<file path="src/rtl/alu_op_sequencer.sv">
// Single-owner sequencer for the TotalALU datapath: one op in flight, multi-cycle timing hidden.
// Optional feature: define ALU_SEQ_ILLEGAL_EN to reject unknown funct codes with rsp_err.
module alu_op_sequencer #(
  parameter int unsigned RES_LAT    = 1,
  parameter int unsigned MUL_CYCLES = 32,
  parameter int unsigned HILO_LAT   = 1
) (
  input  logic        clk,
  input  logic        reset,
  input  logic        req_valid,
  output logic        req_ready,
  input  logic [5:0]  req_funct,
  input  logic [31:0] req_a,
  input  logic [31:0] req_b,
  output logic        rsp_valid,
  input  logic        rsp_ready,
  output logic [31:0] rsp_data,
  output logic        rsp_err,
  output logic [5:0]  alu_signal,
  output logic [31:0] alu_a,
  output logic [31:0] alu_b,
  input  logic [31:0] alu_result,
  output logic        busy
);

  localparam logic [5:0] FnMultu = 6'd25;
  localparam logic [5:0] FnDivu  = 6'd27;

  localparam logic [5:0] ResLoad  = 6'(RES_LAT - 1);
  localparam logic [5:0] MulLoad  = 6'(MUL_CYCLES - 1);
  localparam logic [5:0] HiloLoad = 6'(HILO_LAT - 1);

  typedef enum logic [2:0] {StIdle, StShort, StLong, StSettle, StResp} state_e;

`ifdef ALU_SEQ_ILLEGAL_EN
  function automatic logic fn_legal(input logic [5:0] fn);
    case (fn)
      6'd36, 6'd37, 6'd32, 6'd34, 6'd42, 6'd2, 6'd25, 6'd27, 6'd16, 6'd18: fn_legal = 1'b1;
      default: fn_legal = 1'b0;
    endcase
  endfunction
`endif

  state_e      state_q, state_d;
  logic [5:0]  cnt_q, cnt_d;
  logic [5:0]  funct_q, funct_d;
  logic [31:0] a_q, a_d;
  logic [31:0] b_q, b_d;
  logic        short_q, short_d;
  logic        err_q, err_d;
  logic        rsp_valid_q, rsp_valid_d;
  logic [31:0] rsp_data_q, rsp_data_d;
  logic        rsp_err_q, rsp_err_d;
  logic        req_ready_q, req_ready_d;
  logic        busy_q, busy_d;
  logic [5:0]  alu_signal_q, alu_signal_d;

  always_comb begin
    state_d     = state_q;
    cnt_d       = cnt_q;
    funct_d     = funct_q;
    a_d         = a_q;
    b_d         = b_q;
    short_d     = short_q;
    err_d       = err_q;
    rsp_valid_d = rsp_valid_q;
    rsp_data_d  = rsp_data_q;
    rsp_err_d   = rsp_err_q;

    // Outputs are registered from the current state, so the datapath sees each phase one
    // cycle after the FSM enters it; result sampling lines up with the last driven cycle.
    alu_signal_d = (state_q == StShort || state_q == StLong) ? funct_q : 6'd0;

    unique case (state_q)
      StIdle: begin
        if (req_valid) begin
          funct_d = req_funct;
          a_d     = req_a;
          b_d     = req_b;
          err_d   = 1'b0;
          if (req_funct == FnMultu || req_funct == FnDivu) begin
            state_d = StLong;
            cnt_d   = MulLoad;
            short_d = 1'b0;
          end else begin
            state_d = StShort;
            cnt_d   = ResLoad;
            short_d = 1'b1;
          end
`ifdef ALU_SEQ_ILLEGAL_EN
          if (!fn_legal(req_funct)) begin
            state_d = StResp;
            cnt_d   = 6'd0;
            short_d = 1'b0;
            err_d   = 1'b1;
          end
`endif
        end
      end
      StShort: begin
        if (cnt_q == 6'd0) state_d = StResp;
        else               cnt_d   = cnt_q - 6'd1;
      end
      StLong: begin
        if (cnt_q == 6'd0) begin
          state_d = StSettle;
          cnt_d   = HiloLoad;
        end else begin
          cnt_d = cnt_q - 6'd1;
        end
      end
      StSettle: begin
        if (cnt_q == 6'd0) state_d = StResp;
        else               cnt_d   = cnt_q - 6'd1;
      end
      StResp: begin
        if (!rsp_valid_q) begin
          rsp_valid_d = 1'b1;
          rsp_data_d  = short_q ? alu_result : 32'd0;
          rsp_err_d   = err_q;
        end else if (rsp_ready) begin
          rsp_valid_d = 1'b0;
          state_d     = StIdle;
        end
      end
      default: state_d = StIdle;
    endcase

    req_ready_d = (state_d == StIdle);
    busy_d      = (state_d != StIdle);
  end

  always_ff @(posedge clk) begin
    if (!reset) begin
      state_q      <= StIdle;
      cnt_q        <= 6'd0;
      funct_q      <= 6'd0;
      a_q          <= 32'd0;
      b_q          <= 32'd0;
      short_q      <= 1'b0;
      err_q        <= 1'b0;
      rsp_valid_q  <= 1'b0;
      rsp_data_q   <= 32'd0;
      rsp_err_q    <= 1'b0;
      req_ready_q  <= 1'b1;
      busy_q       <= 1'b0;
      alu_signal_q <= 6'd0;
    end else begin
      state_q      <= state_d;
      cnt_q        <= cnt_d;
      funct_q      <= funct_d;
      a_q          <= a_d;
      b_q          <= b_d;
      short_q      <= short_d;
      err_q        <= err_d;
      rsp_valid_q  <= rsp_valid_d;
      rsp_data_q   <= rsp_data_d;
      rsp_err_q    <= rsp_err_d;
      req_ready_q  <= req_ready_d;
      busy_q       <= busy_d;
      alu_signal_q <= alu_signal_d;
    end
  end

  assign req_ready  = req_ready_q;
  assign rsp_valid  = rsp_valid_q;
  assign rsp_data   = rsp_data_q;
  assign rsp_err    = rsp_err_q;
  assign alu_signal = alu_signal_q;
  assign alu_a      = a_q;
  assign alu_b      = b_q;
  assign busy       = busy_q;

endmodule

</file>
<file path="config.mk">
export PLATFORM = sky130hd
export DESIGN_NAME = alu_op_sequencer
export DESIGN_NICKNAME = d
export VERILOG_FILES = /design/src/rtl/alu_op_sequencer.sv
export SDC_FILE = /design/constraint.sdc
export NUM_CORES = 1
export LEC_CHECK = 0
export ABC_AREA = 1
export BUFFER_PORTS_ARGS = -buffer_cell sky130_fd_sc_hd__buf_2
export CORE_MARGIN = 2
export CORE_UTILIZATION = 45
export DETAILED_ROUTE_END_ITERATION = 10
export HOLD_SLACK_MARGIN = 0.08
export PLACE_DENSITY_LB_ADDON = 0.08
export RECOVER_POWER = 25
export REMOVE_ABC_BUFFERS = 1
export SLEW_MARGIN = 20
export SYNTH_ARGS = -nofsm -noshare
export SYNTH_HDL_FRONTEND = slang
export SYNTH_SLANG_ARGS = --single-unit
</file>
<file path="constraint.sdc">
create_clock -name clk -period 1.9 [get_ports clk]
set_clock_uncertainty 0.15 [all_clocks]
set_input_delay 0.38 -clock clk [delete_from_list [all_inputs] [get_ports clk]]
set_output_delay 0.38 -clock clk [all_outputs]
set_load 0.05 [all_outputs]
</file>
==> run metrics <==
Inst Count DP 896; WL/cell 14.4 µm; hold wc startpoint reset; Max FO, Critical Path 31; internal reg-to-reg setup slack 0.17 ns; H-Tree Level Count 4; met3 WL 1.28 mm; Synth async-reset ratio 0; Clk pwr share 0.309; initial antenna violation count 0; sw frac 0.395; Net Sw Power 3490 µW; final instance count without filler cells 1031; sequential fraction of the synthesis area 0.534; max-cap violation count 0; WL met2 7.30 mm; final wirelength 14.9 mm; area growth from synthesis to layout 58.9%; Synth Instances 581; gr usage total 0.274; clk slew on worst S/H paths 0.06 ns; CTS root buf clkbuf_8; VDD IR-drop max 690 µV; placer congestion estimate 0.805; Worst EP arrival 2.03 ns; Main synth FF type dfxtp_1; Max-slew headroom 0.568; largest net degree at the start of global routing 68; Worst EP required 2.19 ns; crit path from state_q[1]; fmax 0.577 GHz; register area 0.00242 mm²; met1 WL 5.81 mm; Final Hold Fails 0; crit-path leading delay family buffers and inverters; CP cell instances inv_2 > nand2_4 > nor2_8 > inv_1 > buf_2 > o21ai_0 > a21oi_1; Int Power 5350 µW; Pleak 0.00343 µW; Setup violations, final 0; top post-synthesis cells by area dfxtp_1 53%, nor2_1 13%, o21ai_0 7.7%, nand2_1 5.3%, nand4_1 4.8%; number of synthesized flops with an enable pin 0; sequential power share 0.352; most common cell after layout, fill and taps aside buf_2; top sig layer met4; min cycle time layout 1.73 ns; worst slew pin tran 0.645 ns; RSZ-0062 raised after global routing false; Netlist Area Pre-Place 0.00454 mm²; global-route wire length before repair 24.2 mm; Gate power share 0.339; First DRT Iteration DRCs 233; NumNets Final 993; critical path buffer and inverter count 3; grt ovf 0; slowest stage delay, CP 0.47 ns; clock tree from TritonCTS yes; status complete, no violations; library cells used by synthesis 29; worst min path class in2reg; port bufs 210; Die Ht 104 µm; CTS-repair resized insts 0; hold_ws 0.170 ns; CTS sink cnt 121; vias 5185; n_diodes 0; crit path capture type flop; clk_lat worst skew 0.51 ns; Seq cells post-synth 121; critical path type reg2reg; type of origin of the critical path flop; I/O Pins 212; slowest cell on the critical path buf_2; number of remaining DRC errors 0; Longest Clk Path Bufs 2; power density cells 1230 mW/mm²; vias in the first global route 5208; core area 0.00977 mm²; Die ar. 0.0109 mm²; Antenna Nets Post-Route 0; Synth Warn # 0; multi-input logic area 0.00181 mm²; fillers 728; # rows 36; Final period util 0.912; Synth top area share 0.534; most frequent cells in the layout 211 x buf_2, 161 x nor2_1, 121 x dfxtp_1; die width 104 µm; Initial Util 0.464; share of cells above drive strength 1 0.297; DR vias/cell 5.03; CTS Buf Count 17; 1st-pass router iterations 4; Mean Syn Cell Area 7.81 µm²; worst reg2reg startpoint state_q[1]; post-synth top area cell dfxtp_1; Detailed Place HPWL 8.67 mm; final slew viol count 0
==> through the flow <==
step | util | instance area (µm²) | total power (µW) | setup TNS (ns) | setup WS (ns)
floorplan | - | 4330 | 5120 | -3.78 | -0.111
detailed placement | 0.582 | 5690 | 5960 | 0 | 0.269
global route | 0.737 | 7210 | 9310 | 0 | 0.0805
finish | 0.737 | 7210 | 8840 | 0 | 0.166
global placement | 0.582 | 5690 | 5910 | 0 | 0.377
CTS | 0.740 | 7230 | 8870 | 0 | 0.184
==> power by group through the flow <==
stage	Clock [µW]	Combinational (µW)	Sequential, µW
floorplan	0	982	4140
detailed placement	0	2830	3130
finish	2730	3000	3110
global route	2920	3240	3150
global placement	0	2790	3120
CTS	2770	3000	3090
==> state kept, by name, indices dropped and copies added (netlist names) <==
register,cells
cnt_q,6
alu_a,32
rsp_valid,1
short_q,1
req_ready,1
funct_q,6
state_q,3
busy,1
alu_b,32
alu_signal,6
rsp_data,32
==> area by class of cell <==
| cell class | instances | share of cell area |
|---|---|---|
| Sequential cell | 121 | 0.336 |
| Timing Repair Buffer | 326 | 0.306 |
| Multi-Input combinational cell | 396 | 0.252 |
| Clock buffer | 18 | 0.0594 |
| Tap cell | 133 | 0.0231 |
| Inverter | 23 | 0.0123 |
| Clock inverter | 14 | 0.0116 |
==> cells in the mapped netlist (3+ instances only) <==
| library cell | n |
|---|---|
| nand2_1 | 64 |
| inv_2 | 4 |
| inv_1 | 18 |
| buf_4 | 5 |
| nand4_1 | 35 |
| nor2_1 | 161 |
| clkbuf_1 | 19 |
| a21oi_1 | 40 |
| nand3_1 | 7 |
| buf_6 | 3 |
| dfxtp_1 | 121 |
| buf_2 | 12 |
| o21ai_0 | 70 |
==> path summary, 6_finish.rpt <==
kind / end / cells past startpoint
setup / recovery: funct_q[2] / 7
hold / removal: rsp_data[28] / 3
setup reg to reg: funct_q[2] / 7
hold reg to reg: alu_signal[0] / 2
==> routing by layer <==
metal	global-route usage	vias up
met5	0	-
met4	0.138	0
met3	0.0909	45
met2	0.458	254
met1	0.311	2374
li1	-	2512
==> repair_timing <==
action	in CTS	in global routing
hold buffers	103	0
endpoints found under the hold margin	103	0
endpoints found under the setup margin	0	0
buffers inserted	0	0
==> kinds of logic (layout without fill, tap and decap cells) <==
group           count (synthesis)  in the layout  share of synthesized area
flops                         121            121                      0.534
compound gates                117            117                      0.132
simple gates                  275            275                      0.260
other cells                     1              1                   0.000827
fa+ha+maj                       2              2                    0.00552
xor+xnor                        1              1                    0.00193
buf+inv                        64            381                     0.0659
==> worst reg2reg max path, cell delays in order (launching register included) <==
cell and delay, ns:
dfxtp_1 0.39, inv_2 0.07, nand2_4 0.12, nor2_8 0.05, inv_1 0.06, buf_2 0.47
o21ai_0 0.22, a21oi_1 0.14
Power figures use the tool's default switching activity.
